==> config.mk <==
export PLATFORM = sky130hd
export DESIGN_NAME = uart_tx_fifo
export DESIGN_NICKNAME = d
export VERILOG_FILES = /design/src/rtl/uart_pkg.sv /design/src/rtl/byte_fifo.sv /design/src/rtl/uart_tx_fifo.sv
export SDC_FILE = /design/constraint.sdc
export NUM_CORES = 1
export LEC_CHECK = 0
export BUFFER_PORTS_ARGS = -buffer_cell sky130_fd_sc_hd__buf_2
export CORE_AREA = 2 2 95 116
export DETAILED_ROUTE_END_ITERATION = 8
export DIE_AREA = 0 0 97 118
export PLACE_DENSITY = 0.56
export SLEW_MARGIN = 15
export SYNTH_ARGS = -nofsm -noshare
export SYNTH_HDL_FRONTEND = slang
export SYNTH_SLANG_ARGS = --single-unit
export TNS_END_PERCENT = 50
==> constraint.sdc <==
create_clock -name sysclk -period 5.3 [get_ports sysclk]
set_clock_uncertainty 0.2 [all_clocks]
set_input_delay 0 -clock sysclk [delete_from_list [all_inputs] [get_ports sysclk]]
set_output_delay 0 -clock sysclk [all_outputs]
set_load 0.03 [all_outputs]
==> src/rtl/uart_pkg.sv <==
// Shared definitions for the UART transmit path: frame geometry and the
// transmitter state encoding.
package uart_pkg;

    typedef enum logic [1:0] {
        ST_IDLE  = 2'd0,
        ST_START = 2'd1,
        ST_DATA  = 2'd2,
        ST_STOP  = 2'd3
    } tx_state_e;

    localparam int FRAME_BITS           = 10;
    localparam int DATA_BITS            = 8;
    localparam int CLKS_PER_BIT_DEFAULT = 10417;

endpackage

==> src/rtl/byte_fifo.sv <==
// Byte-wide synchronous FIFO with extra-MSB pointers; depth is 2**FIFO_AW.
// Flags decode straight from the registered pointers.
module byte_fifo #(
    parameter int FIFO_AW = 3
) (
    input  logic       clk_i,
    input  logic       rst_ni,
    input  logic       push_i,
    input  logic       pop_i,
    input  logic [7:0] din_i,
    output logic [7:0] dout_o,
    output logic       full_o,
    output logic       empty_o
);
    localparam int DEPTH = 2 ** FIFO_AW;

    logic [7:0]       mem_q [DEPTH];
    logic [FIFO_AW:0] wptr_q;
    logic [FIFO_AW:0] rptr_q;
    logic             wr_en_s;
    logic             rd_en_s;

    assign wr_en_s = push_i && !full_o;
    assign rd_en_s = pop_i && !empty_o;

    // Storage array; contents are don't-care until written, so no reset.
    always_ff @(posedge clk_i) begin
        if (wr_en_s) begin
            mem_q[wptr_q[FIFO_AW-1:0]] <= din_i;
        end
    end

    // Read and write pointers.
    always_ff @(posedge clk_i or negedge rst_ni) begin
        if (!rst_ni) begin
            wptr_q <= {(FIFO_AW+1){1'b0}};
            rptr_q <= {(FIFO_AW+1){1'b0}};
        end else begin
            if (wr_en_s) begin
                wptr_q <= wptr_q + {{FIFO_AW{1'b0}}, 1'b1};
            end
            if (rd_en_s) begin
                rptr_q <= rptr_q + {{FIFO_AW{1'b0}}, 1'b1};
            end
        end
    end

    assign dout_o  = mem_q[rptr_q[FIFO_AW-1:0]];
    assign empty_o = (wptr_q == rptr_q);
    assign full_o  = (wptr_q[FIFO_AW] != rptr_q[FIFO_AW]) &&
                     (wptr_q[FIFO_AW-1:0] == rptr_q[FIFO_AW-1:0]);

endmodule

==> src/rtl/uart_tx_fifo.sv <==
// Queued 8N1 UART transmitter: rising edges of start enqueue a byte, the FSM
// drains the queue back-to-back onto an idle-high serial line, LSB first.
module uart_tx_fifo
    import uart_pkg::*;
#(
    parameter int CLKS_PER_BIT = CLKS_PER_BIT_DEFAULT,
    parameter int FIFO_AW      = 3
) (
    input  logic       sysclk,
    input  logic       reset,
    input  logic [7:0] data,
    input  logic       start,
    output logic       tx,
    output logic       busy,
    output logic       pulse,
    output logic       full,
    output logic       empty,
    output logic       overflow
);
    localparam int             CW       = (CLKS_PER_BIT > 1) ? $clog2(CLKS_PER_BIT) : 1;
    localparam logic [CW-1:0]  CNT_LAST = CW'(CLKS_PER_BIT - 1);
    localparam logic [CW-1:0]  CNT_ONE  = CW'(1);
    localparam logic [2:0]     BIT_LAST = 3'(DATA_BITS - 1);

    tx_state_e     state_q;
    logic [CW-1:0] cnt_q;
    logic [2:0]    bit_q;
    logic [7:0]    shift_q;
    logic          tx_q;
    logic          start_q;
    logic          overflow_q;

    logic          capture_s;
    logic          push_s;
    logic          pop_s;
    logic          bit_end_s;
    logic [7:0]    fifo_dout_s;
    logic          full_s;
    logic          empty_s;

    assign capture_s = start && !start_q;
    assign push_s    = capture_s && !full_s;
    assign bit_end_s = (cnt_q == CNT_LAST);
    // Popping in the last STOP cycle lets the next START follow with no idle gap.
    assign pop_s     = !empty_s && ((state_q == ST_IDLE) ||
                                    ((state_q == ST_STOP) && bit_end_s));

    byte_fifo #(
        .FIFO_AW (FIFO_AW)
    ) u_fifo (
        .clk_i   (sysclk),
        .rst_ni  (reset),
        .push_i  (push_s),
        .pop_i   (pop_s),
        .din_i   (data),
        .dout_o  (fifo_dout_s),
        .full_o  (full_s),
        .empty_o (empty_s)
    );

    // Start edge detector and sticky drop flag; start_q resets high so a level
    // already present at reset release is not taken as a request.
    always_ff @(posedge sysclk or negedge reset) begin
        if (!reset) begin
            start_q    <= 1'b1;
            overflow_q <= 1'b0;
        end else begin
            start_q    <= start;
            overflow_q <= overflow_q | (capture_s & full_s);
        end
    end

    // Transmit FSM with baud counter, shift register and registered line.
    always_ff @(posedge sysclk or negedge reset) begin
        if (!reset) begin
            state_q <= ST_IDLE;
            cnt_q   <= {CW{1'b0}};
            bit_q   <= 3'd0;
            shift_q <= 8'h00;
            tx_q    <= 1'b1;
        end else begin
            case (state_q)
                ST_IDLE: begin
                    cnt_q <= {CW{1'b0}};
                    if (pop_s) begin
                        shift_q <= fifo_dout_s;
                        state_q <= ST_START;
                        tx_q    <= 1'b0;
                    end else begin
                        tx_q    <= 1'b1;
                    end
                end
                ST_START: begin
                    if (bit_end_s) begin
                        cnt_q   <= {CW{1'b0}};
                        bit_q   <= 3'd0;
                        state_q <= ST_DATA;
                        tx_q    <= shift_q[0];
                    end else begin
                        cnt_q   <= cnt_q + CNT_ONE;
                    end
                end
                ST_DATA: begin
                    if (bit_end_s) begin
                        cnt_q <= {CW{1'b0}};
                        if (bit_q == BIT_LAST) begin
                            state_q <= ST_STOP;
                            tx_q    <= 1'b1;
                        end else begin
                            bit_q   <= bit_q + 3'd1;
                            shift_q <= {1'b0, shift_q[7:1]};
                            tx_q    <= shift_q[1];
                        end
                    end else begin
                        cnt_q <= cnt_q + CNT_ONE;
                    end
                end
                ST_STOP: begin
                    if (bit_end_s) begin
                        cnt_q <= {CW{1'b0}};
                        if (pop_s) begin
                            shift_q <= fifo_dout_s;
                            state_q <= ST_START;
                            tx_q    <= 1'b0;
                        end else begin
                            state_q <= ST_IDLE;
                            tx_q    <= 1'b1;
                        end
                    end else begin
                        cnt_q <= cnt_q + CNT_ONE;
                    end
                end
                default: begin
                    state_q <= ST_IDLE;
                    cnt_q   <= {CW{1'b0}};
                    tx_q    <= 1'b1;
                end
            endcase
        end
    end

    assign tx       = tx_q;
    assign pulse    = (state_q != ST_IDLE) && bit_end_s;
    assign busy     = (state_q != ST_IDLE) || !empty_s;
    assign full     = full_s;
    assign empty    = empty_s;
    assign overflow = overflow_q;

endmodule

==> out/results.tsv <==
stage	metric	value	unit
power	irDropWorstVdd	213	µV
power	p_leak	0.00202	µW
grt	grt_use_total	15.1	%
grt	antenna_found_initial	0	
critical_path	critPathKind	reg -> reg	
critical_path	path_buf_inv	1	
synth	async_flop_share	37.3	%
layout	final_cell_mix	edfxtp_1, dfrtp_1, nor2_1	
critical_path	rrSetupSlack	2.34	ns
critical_path	r2r_end	u_fifo.mem_q[5][7]$_DFFE_PP_	
synth	synth_edf_count	64	
detailed_routing	wl	8.01	mm
timing	rsz0062_at_grt	false	
timing	hold_ws	0.0969	ns
synth	synth_flop_cell	edfxtp_1	
die	die_area	11400	µm²
flow_run	drv_cap	0	
grt	grt_overflow_total	0	
critical_path	crit_arrival	2.74	ns
synth	synth-seq-area-share	63.1	%
clock_network	clock_latency	0.35	ns
clock_network	clkSinkCount	102	
detailed_routing	drt.antenna.violating_nets	0	
clock_network	clk_pin_slew	0.07	ns
detailed_routing	num_vias	2523	
critical_path	cp_slowest_stage_delay	0.61	ns
synth	synth_area_leader_cell	edfxtp_1	
layout	drive_gt1_share	17.5	%
critical_path	critPathRequiredTime	5.08	ns
die	start_util	44.2	%
layout	final_util	50.0	%
synth	synth_area_leaders	edfxtp_1, dfrtp_1, mux2i_1, ha_1, nor2_1	
die	fp.dieW	97	µm
synth	synth_top_area_share	42.2	%
layout	final_common_cell	edfxtp_1	
grt	grt_pass1_vias	2581	
min_path	hold_path_class	in -> async	
place	routabilityCongestion	0.723	
synth	syn-instance-count	328	
timing	worst_pin_slew	0.893	ns
status	status	finished, final reports clean	
clock_network	clock-root-buffer	clkbuf_16	
critical_path	slowest_stage	nor2_1	
place	pre_cts_ws	2.29	ns
timing	finalCritPeriodShare	55.9	%
place	place_inst	462	
critical_path	path_max_fanout	32	
synth	netlist_area	4560	µm²
grt	grt_max_degree	39	
timing	setup_viol	0	
critical_path	crit_path_end_kind	register	
critical_path	ff2ff_path_depth	6	
detailed_routing	drc	0	
place	port_buffers	16	
die	io_pins	17	
detailed_routing	first_pass_iters	4	
timing	setup_tns	0	ns
critical_path	path_cells	buf_4, xor2_1, nor4_1, nor3b_2, nand2_1, nor2_1	
timing	timing.fmax	0.338	GHz
detailed_routing	drt_iter0_drc	74	
synth	syn_area_per_cell	13.9	µm²
clock_network	htree_levels	3	
die	fp.dieH	118	µm
power	power-per-cell-area	524	nW/µm²
synth	synth_warnings	0	
synth	syn_nets	349	
clock_network	clock_path_buffers	2	
layout	finalNetCount	375	
clock_network	cts_tree	yes	
layout	final_cells	488	
timing	setup_slack	2.34	ns
clock_network	cts_resized	0	
critical_path	r2r_start	u_fifo.rptr_q[0]$_DFFE_PN0P_	
layout	syn_to_final_growth	13.0	%
detailed_routing	vias_per_cell	5.17	
synth	yosys_register_bits	102	
critical_path	cp-start-kind	register	
synth	synth_cell_types	42	
detailed_routing	routedWlPerCell	16.4	µm
timing	drv_slew	0	
die	core_area	10300	µm²
grt	grt_pass1_wl	13.4	mm
layout	diodes	0	
critical_path	crit_family	simple AND/OR/NAND/NOR gates	
timing	hold_viol	0	
die	fp-row-count	41	
critical_path	critical_path.startpoint	u_fifo.rptr_q[0]$_DFFE_PN0P_	
timing	maxSlewHeadroom	40.4	%
timing	period_minus_slack	2.96	ns
place	dp_hpwl	5.39	mm
clock_network	cts_made_buffers	9	
registers in the layout, summed over array words and instances (netlist names):
signal         cells
u_fifo.mem_q      64
cnt_q             14
shift_q            8
u_fifo.rptr_q      4
u_fifo.wptr_q      4
bit_q              3
state_q            2
overflow           1
start_q            1
tx                 1
what timing repair did:
item | 4_1_cts | 5_1_grt
setup buffers | 0 | 0
hold buffers | 10 | 0
hold endpoints to repair | 104 | 0
synth_stat cells, drive strengths merged (6+ instances only):
cell type	n
nor2	32
ha	10
nand2b	6
mux2	10
o21ai	13
o22ai	12
nand2	25
clkbuf	6
edfxtp	64
dfrtp	36
buf	8
nand3	9
xnor2	8
mux2i	26
xor2	12
inv	9
where the power goes:
part	switching [µW]	internal, µW
Combinational	517	433
Clock	310	332
Sequential	117	989
worst register-to-register path, stage by stage, from the launching register on:
cell	delay [ns]
dfrtp_1	0.32
buf_4	0.44
xor2_1	0.33
nor4_1	0.14
nor3b_2	0.39
nand2_1	0.15
nor2_1	0.61
metal layers:
layer  up-vias  share of wire (%)  track usage, %
met1      1235                 46            19.8
met2        28                 49            24.4
met5         -                  0               0
li1       1250                  -               -
met3        10                2.7            3.56
met4         0                1.7            6.07
through the flow:
| stage | area [µm²] | total power (µW) |
|---|---|---|
| final | 5150 | 2700 |
| after global routing | 5150 | 2880 |
| after global placement | 4760 | 2070 |
| after floorplan | 4560 | 1890 |
| after CTS | 5150 | 2740 |
| after detailed placement | 4760 | 2080 |
final cells by class:
type | instances | area [µm²]
Fill cell | 886 | 5160
Sequential cell | 102 | 2880
Multi-Input combinational cell | 203 | 1590
Clock buffer | 10 | 229
Timing Repair Buffer | 29 | 203
Tap cell | 129 | 161
Clock inverter | 6 | 62.6
Inverter | 9 | 33.8
worst max-delay path by stage:
stage,to,cells past startpoint
detailed placement,u_fifo.mem_q[5][6]$_DFFE_PP_,6
finish,u_fifo.mem_q[5][7]$_DFFE_PP_,6
CTS,u_fifo.mem_q[5][7]$_DFFE_PP_,6
global route,u_fifo.mem_q[2][5]$_DFFE_PP_,6
floorplan,u_fifo.mem_q[0][0]$_DFFE_PP_,6
global placement,u_fifo.mem_q[5][3]$_DFFE_PP_,6
kinds of logic after synthesis:
family / synth area share (%)
compound gates: 6.34
xor+xnor: 3.84
fa+ha+maj: 2.74
buf+inv: 2.11
flops: 63.1
mux: 10.7
simple gates: 11.2
Power figures use the tool's default switching activity.
